`config.mk`:
```
export PLATFORM = sky130hd
export DESIGN_NAME = demultiplexer8_stream
export DESIGN_NICKNAME = d
export VERILOG_FILES = /design/src/rtl/demultiplexer8_stream.sv
export SDC_FILE = /design/constraint.sdc
export NUM_CORES = 1
export LEC_CHECK = 0
export CAP_MARGIN = 5
export CORE_ASPECT_RATIO = 1.5
export CORE_MARGIN = 1
export CORE_UTILIZATION = 50
export DETAILED_ROUTE_END_ITERATION = 10
export PLACE_DENSITY = 0.85
export SKIP_CTS_REPAIR_TIMING = 1
export SLEW_MARGIN = 20
export SYNTH_ARGS = -nofsm -noshare
export SYNTH_HDL_FRONTEND = slang
export SYNTH_SLANG_ARGS = --single-unit
```
`constraint.sdc`:
```
create_clock -name clock -period 2.4 [get_ports clock]
set_input_delay 0.36 -clock clock [delete_from_list [all_inputs] [get_ports clock]]
set_output_delay 0.36 -clock clock [all_outputs]
set_load 0.01 [all_outputs]
```
`src/rtl/demultiplexer8_stream.sv`:
```
// 1-to-8 streaming demultiplexer with a one-entry holding register per lane.
// Optional saturating stall counter is built when DEMUX8_STALL_COUNT_EN is defined.
module demultiplexer8_stream #(
    parameter int WIDTH = 32
) (
    input  logic               clock,
    input  logic               reset_n,
    input  logic               flush,
    input  logic               in_valid,
    output logic               in_ready,
    input  logic [2:0]         in_sel,
    input  logic [WIDTH-1:0]   in_data,
    output logic [7:0]         out_valid,
    input  logic [7:0]         out_ready,
`ifdef DEMUX8_STALL_COUNT_EN
    output logic [15:0]        stall_cnt,
`endif
    output logic [8*WIDTH-1:0] out_data
);

    logic [7:0]       valid_q, valid_d;
    logic [WIDTH-1:0] data_q [8];
    logic [WIDTH-1:0] data_d [8];
    logic             accept;

    // A lane can take a word when empty or when it is draining this same cycle.
    assign in_ready = !flush && (!valid_q[in_sel] || out_ready[in_sel]);
    assign accept   = in_valid && in_ready;

    always_comb begin
        valid_d = valid_q;
        for (int i = 0; i < 8; i++) begin
            data_d[i] = data_q[i];
            if (accept && (in_sel == i[2:0])) begin
                valid_d[i] = 1'b1;
                data_d[i]  = in_data;
            end else if (valid_q[i] && out_ready[i]) begin
                valid_d[i] = 1'b0;
            end
        end
        if (flush) begin
            valid_d = '0;
        end
    end

    always_ff @(posedge clock or negedge reset_n) begin
        if (!reset_n) begin
            valid_q <= '0;
            for (int i = 0; i < 8; i++) begin
                data_q[i] <= '0;
            end
        end else begin
            valid_q <= valid_d;
            for (int i = 0; i < 8; i++) begin
                data_q[i] <= data_d[i];
            end
        end
    end

    assign out_valid = valid_q;

    for (genvar g = 0; g < 8; g++) begin : g_lane_out
        assign out_data[g*WIDTH +: WIDTH] = data_q[g];
    end

`ifdef DEMUX8_STALL_COUNT_EN
    logic [15:0] stall_q, stall_d;

    always_comb begin
        stall_d = stall_q;
        if (in_valid && !in_ready && !flush && (stall_q != 16'hFFFF)) begin
            stall_d = stall_q + 16'd1;
        end
    end

    always_ff @(posedge clock or negedge reset_n) begin
        if (!reset_n) begin
            stall_q <= '0;
        end else begin
            stall_q <= stall_d;
        end
    end

    assign stall_cnt = stall_q;
`endif

endmodule
```
==> results by group <==
Outcome
  • Status: completed

Critical path
  • RR Endpoint: out_data[218]
  • CP Max Fanout: 3
  • Worst Setup End Kind: primary output
  • CP required: around 2000 ps
  • Reg2reg setup slack: 790 ps
  • WS Path Type: flop to primary output
  • Worst Reg-to-Reg Cells: 4
  • Startpoint types: flop
  • Critical-path cell list: or3b_2 > a21oi_1 > o22ai_1 > dlymetal6s2s_1
  • Crit path largest cell delay: 460 ps
  • RR Startpoint: out_valid[6]
  • Critical-path cell with the highest stage delay: or3b_2
  • Worst Path Arrival: 1880 ps

Routing
  • Routed wire length per instance: 22.2 µm
  • Routed Antenna Nets: 0
  • Via Count: 6432
  • Iter 0 DRT Violations: roughly 240
  • Final WL: 26800 µm
  • Vias/cell: 5.32
  • TritonRoute pass-1 iters: 4
  • Drt drc: 0

Floorplan
  • Core area: 19700 µm²
  • Initial core utilization: 51.0%
  • Die Width: 118 µm
  • I/O pin count: roughly 310
  • Die area: just over 20000 µm²
  • Core Rows: 63
  • DIE HEIGHT: 176 µm

STA
  • Clock Skew: 16.4 ps
  • Relative slew slack: between 60 and 70%
  • Fmax: 0.447 GHz
  • Final setup TNS: 0 ps
  • Slew @ Worst Pin: 574 ps
  • Final setup viols: 0
  • RSZ-0062 raised after global routing: no
  • Final Cycle Share: 93.2%
  • Final hold vios: 0
  • Worst hold slack: 391 ps
  • Fin. max-slew vios: 0
  • Fin worst setup slack: 162 ps
  • Minimum clock period: between 2000 and 2500 ps

Placed design
  • Port bufs: between 300 and 400
  • Post-Place Cells: between 1000 and 1500
  • DP Worst Slack: -57.1 ps
  • GPL Wtd Cong: around 0.84
  • Hpwl dp: 18000 µm

Power and ir drop
  • Leakage: 6.35 nW
  • Internal power contribution: 10.4 mW
  • Power Total: about 14 mW
  • Reg power frac: a little over two fifths
  • Part of the power in combinational logic: ~29%
  • P per Cell Area: a little under 1000 nW/µm²
  • Sw Share: 26.2%
  • Switching power: around 3.7 mW
  • Clock power share: 28.5%
  • VDD IR-drop max: 0.821 mV

Synth
  • Area share of the largest cell type after synthesis: approximately 66%
  • Syn_area_per_cell: approximately 17 µm²
  • Ys async rst share: 100%
  • Synth top cells by count: 264 x dfrtp_1, 254 x mux2_2, 12 x buf_2
  • Ys Warns: 0
  • Post-synthesis cell type count: 29
  • Synth Instances: 591
  • Area contributors post-synth: dfrtp_1 66%, mux2_2 28%, buf_6 1.1%
  • Net count after synthesis: 638
  • Register area share after synthesis: ~66%
  • Post-synth top area cell: dfrtp_1
  • EDFF count, synth: 0
  • Most frequent cell after synthesis: dfrtp_1
  • Mapped Area: 10100 µm²
  • Synthesized flop and latch total: 264
  • Main synth FF type: dfrtp_1

Clocking
  • Clk_lat worst skew: 520 ps
  • Clk buf depth: 3
  • CTS tree: yes
  • H-tree levels: 1
  • Clk slew on worst S/H paths: 70 ps
  • CTS Buf Count: 24
  • Clk sinks: 264
  • Root cell of the clock tree: clkbuf_16

Layout
  • Final cell count without fillers: between 1000 and 1500
  • ANT cells: 0
  • Area grow syn2layout: 44.5%
  • Fraction of layout cells with a size suffix above 1: 35.4%
  • Layout net count: 980

Hold path
  • HP Class: input pin to async pin

Global routing
  • First-pass GRT wire length: 41400 µm
  • Vias in the first global route: approximately 7000
  • Grt total ovfl: 0
  • Largest net degree at the start of global routing: 69
  • Initial antenna violation count: 0
  • Total track usage: 26.2%

Run
  • Max_cap viols: 0
==> through the flow <==
stage	cell area, µm²	util [%]
2_1_floorplan	10100	-
3_3_place_gp	13700	69.5
3_5_place_dp	13700	69.5
4_1_cts	14500	73.7
5_1_grt	14500	73.7
6_report	14500	73.7
==> how the worst max path moves through the flow <==
| stage | from | end | slack, ps |
|---|---|---|---|
| finish | out_valid[0] | in_ready | 160 |
| global route | out_valid[6] | in_ready | 100 |
| CTS | out_valid[0] | in_ready | -150 |
| detailed placement | in_sel[0] | in_ready | -60 |
| global placement | in_sel[0] | in_ready | -60 |
| floorplan | in_sel[0] | out_data[226] | 740 |
==> cell type report <==
type	instances	area, µm²
fill	1244	5170
multi-input combinational	297	3230
sequential	264	6610
tap	260	325
inverter	2	7.51
timing repair buffer	344	3530
clock inverter	8	140
clock buffer	34	689
==> cells by family (layout without fill, tap and decap cells) <==
kind of cell / count (synthesis) / count (layout) / synth area share, %
AO/OA/AOI/OAI: 13 / 13 / 0.809
buffers and inverters: 30 / 388 / 2.24
flip-flops: 264 / 264 / 65.7
multiplexers: 256 / 256 / 28.7
AND/OR/NAND/NOR: 28 / 28 / 2.59
==> cells in the final DEF, fill, tap and decap left out, drive strengths merged, types with 2 or more instances in the layout <==
master,synthesis,layout
o311ai,2,2
buf,28,33
nand3b,3,3
a21oi,2,2
inv,2,2
nand4,4,4
nor3b,2,2
o21ai,5,5
clkbuf,0,34
clkinv,0,4
bufinv,0,4
or3b,2,2
clkdlybuf4s50,0,309
a21o,2,2
nor2b,3,3
nand2b,6,6
mux2,256,256
dfrtp,264,264
==> flip-flops by register name (all words and copies together), names as in the netlist <==
register,cells
out_data,256
out_valid,8
==> critical path: cells and delay by family, from the launching register on <==
| family | cells | cell delay, ps |
|---|---|---|
| AO/OA/AOI/OAI | 2 | 290 |
| flip-flops | 1 | 400 |
| buffers and inverters | 1 | 210 |
| AND/OR/NAND/NOR | 1 | 460 |
==> power by group through the flow <==
stage,clock network [mW],logic [mW],registers (mW)
after floorplan,0,0.938,6.50
after global placement,0,4.01,5.99
after detailed placement,0,4.08,6.05
after CTS,4.09,4.12,5.99
after global routing,4.27,4.28,6.12
final,4.02,4.09,5.99
==> per-layer routing <==
metal / up-vias / share of wire [%] / track usage [%]
li1: 2780 / - / -
met1: 3337 / 37 / 29.5
met2: 269 / 52 / 46.8
met3: 46 / 8.4 / 8.41
met4: 0 / 2.9 / 8.28
met5: - / 0 / 0
No activity file was read; power rests on OpenSTA's default activity.
